File: src/rtl/hazard_scoreboard.sv
// Decode-stage register scoreboard: one busy bit per architectural register.
// Issue is held while a source or destination register is busy; write-back releases it.
module hazard_scoreboard #(
   parameter int unsigned NUM_REGS    = 32,
   parameter int unsigned ADDR_W      = 5,
   parameter int unsigned STALL_CNT_W = 16
) (
   input  logic                   clk,
   input  logic                   reset,
   input  logic [31:0]            instr,
   input  logic                   instr_valid,
   input  logic                   rs1_used,
   input  logic                   rs2_used,
   input  logic                   rd_write,
   output logic                   issue_ready,
   output logic                   issue,
   input  logic                   wb_en,
   input  logic [ADDR_W-1:0]      wb_rd,
   output logic [NUM_REGS-1:0]    busy_vec,
   output logic [ADDR_W:0]        inflight,
   output logic [STALL_CNT_W-1:0] stall_count,
   output logic                   wb_err
);

   localparam int unsigned CntW = ADDR_W + 1;

   logic [ADDR_W-1:0]      rs1, rs2, rd;
   logic                   raw1, raw2, waw;
   logic                   set_en, clr_req, clr_en, same_reg;
   logic [NUM_REGS-1:0]    busy_q, busy_d;
   logic [CntW-1:0]        inflight_q, inflight_d;
   logic [STALL_CNT_W-1:0] stall_q, stall_d;
   logic                   err_q, err_d;
   logic                   unused_instr;

   assign rs1 = instr[15 +: ADDR_W];
   assign rs2 = instr[20 +: ADDR_W];
   assign rd  = instr[7 +: ADDR_W];
   assign unused_instr = ^{instr[31:25], instr[14:12], instr[6:0]};

   // Hazards look only at registered busy bits; no write-back bypass.
   assign raw1 = rs1_used && (rs1 != '0) && busy_q[rs1];
   assign raw2 = rs2_used && (rs2 != '0) && busy_q[rs2];
   assign waw  = rd_write && (rd != '0) && busy_q[rd];

   assign issue_ready = !(raw1 || raw2 || waw);
   assign issue       = instr_valid && issue_ready;

   assign set_en   = issue && rd_write && (rd != '0);
   assign clr_req  = wb_en && (wb_rd != '0);
   assign same_reg = set_en && (wb_rd == rd);
   assign clr_en   = clr_req && !same_reg && busy_q[wb_rd];

   always_comb begin
      busy_d = busy_q;
      if (set_en) busy_d[rd] = 1'b1;
      if (clr_en) busy_d[wb_rd] = 1'b0;
      busy_d[0] = 1'b0;
   end

   always_comb begin
      inflight_d = inflight_q;
      case ({set_en, clr_en})
         2'b10:   inflight_d = inflight_q + CntW'(1);
         2'b01:   inflight_d = inflight_q - CntW'(1);
         default: inflight_d = inflight_q;
      endcase
   end

   always_comb begin
      stall_d = stall_q;
      if (instr_valid && !issue_ready && (stall_q != '1)) begin
         stall_d = stall_q + STALL_CNT_W'(1);
      end
   end

   // A set on the same register in the same cycle is not an error.
   assign err_d = clr_req && !same_reg && !busy_q[wb_rd];

   always_ff @(posedge clk) begin
      if (reset) begin
         busy_q     <= '0;
         inflight_q <= '0;
         stall_q    <= '0;
         err_q      <= 1'b0;
      end else begin
         busy_q     <= busy_d;
         inflight_q <= inflight_d;
         stall_q    <= stall_d;
         err_q      <= err_d;
      end
   end

   assign busy_vec    = busy_q;
   assign inflight    = inflight_q;
   assign stall_count = stall_q;
   assign wb_err      = err_q;

endmodule

File: config.mk
export PLATFORM = sky130hd
export DESIGN_NAME = hazard_scoreboard
export DESIGN_NICKNAME = d
export VERILOG_FILES = /design/src/rtl/hazard_scoreboard.sv
export SDC_FILE = /design/constraint.sdc
export NUM_CORES = 1
export LEC_CHECK = 0
export CORE_ASPECT_RATIO = 1.25
export CORE_MARGIN = 2
export CORE_UTILIZATION = 25
export DETAILED_ROUTE_END_ITERATION = 16
export PLACE_DENSITY = 0.44
export SLEW_MARGIN = 10
export SYNTH_ARGS = -nofsm -noshare
export SYNTH_HDL_FRONTEND = slang
export SYNTH_SLANG_ARGS = --single-unit
File: constraint.sdc
create_clock -name clk -period 4.9 [get_ports clk]
set_clock_uncertainty 0.05 [all_clocks]
set_input_delay 0.98 -clock clk [delete_from_list [all_inputs] [get_ports clk]]
set_output_delay 0.98 -clock clk [all_outputs]
set_load 0.005 [all_outputs]
==> results.json <==
{
  "yosys_warnings": 0,
  "grt_overflow": 0,
  "p_sw_frac": 0.290,
  "die_w_um": 117,
  "fin_crit_sh": 0.974,
  "hold_viol": 0,
  "htreeDepth": 2,
  "max_cap_viol_count": 0,
  "setup_viol": 0,
  "ir_worst_vdd_mv": 0.116,
  "p_sw_uw": 310,
  "cts_sinks": 54,
  "cp-end-kind": "output port",
  "clock-root-buffer": "clkbuf_16",
  "cts_max_path_buffers": 2,
  "cts_buffers": 5,
  "cp.arrival_ns": 3.74,
  "total_power_mw": 1.07,
  "outcome": "finished clean",
  "setup_slack_ns": 0.125,
  "area_growth_pct": 35.2,
  "hold_path.class": "reg -> reg",
  "start_util": 0.254,
  "wl_per_cell_um": 20.0,
  "gp_congestion": 0.851,
  "track_usage": 0.179,
  "worst_slew_pin_slew_ns": 0.944,
  "holdPathStages": 2,
  "dieArea_mm2": 0.0169,
  "seq_power_share": 0.429,
  "hpwl_um": 11000,
  "clk_pin_slew_worst_paths_ns": 0.07,
  "portBuffers": 82,
  "required_ns": 3.87,
  "fp.dieH_um": 145,
  "async_reset_ff_frac": 0,
  "worstReg2RegStart": "busy_vec[19]",
  "synthesis.area_mm2": 0.00396,
  "rrSetupSlack_ns": 1.13,
  "clkPwrFrac": 0.357,
  "clock_latency_ns": 0.31,
  "synth_edf_count": 0,
  "r2r-end": "inflight[4]",
  "nets": 581,
  "first_pass_iters": 5,
  "p_comb_frac": 0.214,
  "drt-total-wl_um": 14900,
  "synth-seq-cells": 54,
  "grt_max_degree": 27,
  "drtIter0Drc": 322,
  "placed_cells": 734,
  "r2r_cells": 17,
  "internal_power_uw": 758,
  "final_util": 0.344,
  "place_area_mm2": 0.00514,
  "synth-main-ff-cell": "dfxtp_1",
  "slew_viol_final": 0,
  "max_freq_mhz": 209,
  "num_vias": 4110,
  "num_rows": 51,
  "min_to": "stall_count[6]",
  "p_leak_nw": 1.84,
  "ios": 101,
  "syn_area_per_cell_um2": 8.88,
  "drive_above_1_share": 0.170,
  "fin_crit_ns": 4.77,
  "crit_fanout": 9,
  "antenna_found_initial": 0,
  "final_cells": 747,
  "relSlewSlack": 0.369,
  "grt_pass1_wl_um": 22800,
  "grt_pass1_vias": 3950,
  "min_from": "stall_count[6]",
  "syn_nets": 494,
  "synthCells": 446,
  "route.detailed.drc": 0,
  "cts_tree": "yes",
  "p_per_area_mw_per_mm2": 199,
  "final_antenna_net_count": 0,
  "avgViaCountPerCell": 5.50,
  "yosysSeqAreaShare": 0.273,
  "crit_type": "in -> out",
  "startpoint_type": "input pin",
  "yosysUniqueCellTypes": 65,
  "coreArea_mm2": 0.0156,
  "place_ws_ns": -0.0201,
  "final_area_mm2": 0.00536
}
-- cell families (layout without fill, tap and decap cells) --
group	count (synthesis)	after routing	synth area share
buffers and inverters	51	139	0.0587
adders and majority gates	4	4	0.0126
muxes	38	38	0.178
AOI/OAI and AO/OA	126	126	0.212
DFF	54	54	0.273
xor gates and xnor gates	11	11	0.0243
other	1	2	0.000947
and+or+nand+nor	161	161	0.241
-- sequential cells by signal, indices dropped and copies added (netlist names) --
| signal | flops |
|---|---|
| stall_count | 16 |
| wb_err | 1 |
| busy_vec | 31 |
| inflight | 6 |
-- placed cells by master, fill, tap and decap left out, types with 8 or more instances in the layout --
| cell type | count |
|---|---|
| a211oi_1 | 17 |
| a21oi_1 | 28 |
| a22oi_1 | 12 |
| a31oi_1 | 18 |
| and3_1 | 14 |
| buf_4 | 34 |
| clkdlybuf4s50_1 | 79 |
| dfxtp_1 | 54 |
| inv_1 | 11 |
| mux4_2 | 25 |
| nand2_1 | 30 |
| nand3_1 | 13 |
| nor2_1 | 14 |
| nor2b_1 | 11 |
| nor3_1 | 10 |
| nor3b_1 | 8 |
| o21ai_0 | 15 |
| or3_1 | 15 |
| or4_1 | 8 |
-- routing by layer --
layer / global-route usage / routed length, µm / up-vias
met2: 0.290 / 7200 / 197
met3: 0.0429 / 1160 / 26
met1: 0.231 / 6170 / 1986
met4: 0.0625 / 384 / 0
li1: - / - / 1901
met5: 0 / 0 / -
-- cell type report --
class	count	area, µm²
inverter	11	41.3
timing repair buffer	120	1160
multi-input combinational	341	2660
tap	212	265
fill	1638	10200
clock inverter	2	12.5
sequential	54	1080
antenna	1	2.50
clock buffer	6	139
-- cell usage after synthesis, drive strengths merged, types with 2 or more instances --
cell type	count	area share
buf	21	0.030
mux4	25	0.14
nor4	2	0.0032
o21ai	16	0.020
nand3b	6	0.011
a21o	2	0.0038
nand3	14	0.019
o211ai	4	0.0076
nor3	11	0.017
xnor2	7	0.015
or3b	4	0.0088
nand2b	4	0.0063
o31ai	7	0.013
nor2b	11	0.017
nand4	6	0.0095
and2	5	0.0079
a211oi	17	0.032
mux2i	7	0.018
a21oi	28	0.035
xor2	4	0.0088
o22ai	3	0.0047
and3b	3	0.0066
clkbuf	19	0.019
o21bai	2	0.0038
a221oi	2	0.0060
dfxtp	54	0.27
ha	4	0.013
a31oi	18	0.028
nand2	30	0.028
or3	15	0.024
mux2	6	0.018
o311ai	2	0.0044
nor3b	10	0.021
or4	8	0.015
a22oi	13	0.025
nor2	14	0.013
inv	11	0.010
and3	14	0.022
-- worst max-delay path by stage --
| stage | from | endpoint | slack, ns |
|---|---|---|---|
| detailed placement | instr[7] | inflight[4] | -0.02 |
| global placement | instr[7] | issue | 0.002 |
| finish | instr[17] | issue | 0.13 |
| floorplan | instr[15] | inflight[4] | 0.41 |
| CTS | instr[15] | issue | 0.06 |
| global route | instr[17] | issue | -0.01 |
-- per-stage QoR --
stage,TNS (ns),hold slack [ns]
after floorplan,0,0.427
after global placement,0,0.433
after detailed placement,-0.0201,0.442
after CTS,0,0.453
after global routing,-0.0148,0.481
final,0,0.448
-- timing repair --
item,in CTS,in global routing
pin swaps,0,1
gates resized for setup,1,5
hold buffers,0,0
endpoints found under the setup margin,1,1
gates cloned,0,1
setup buffers,0,3
-- critical path: stages --
cell             delay, ns
clkdlybuf4s50_1       0.72
mux4_2                0.41
a22oi_2               0.16
a31o_2                0.19
o2111ai_2             0.16
nor3_4                0.32
buf_6                 0.16
and2_1                0.14
clkdlybuf4s50_1       0.51
-- power groups by stage --
stage | logic [mW] | clock network, mW | registers (mW)
global route | 0.246 | 0.409 | 0.460
global placement | 0.218 | 0 | 0.469
finish | 0.229 | 0.381 | 0.458
floorplan | 0.127 | 0 | 0.465
detailed placement | 0.219 | 0 | 0.469
CTS | 0.220 | 0.392 | 0.458
No activity file was read; power rests on OpenSTA's default activity.
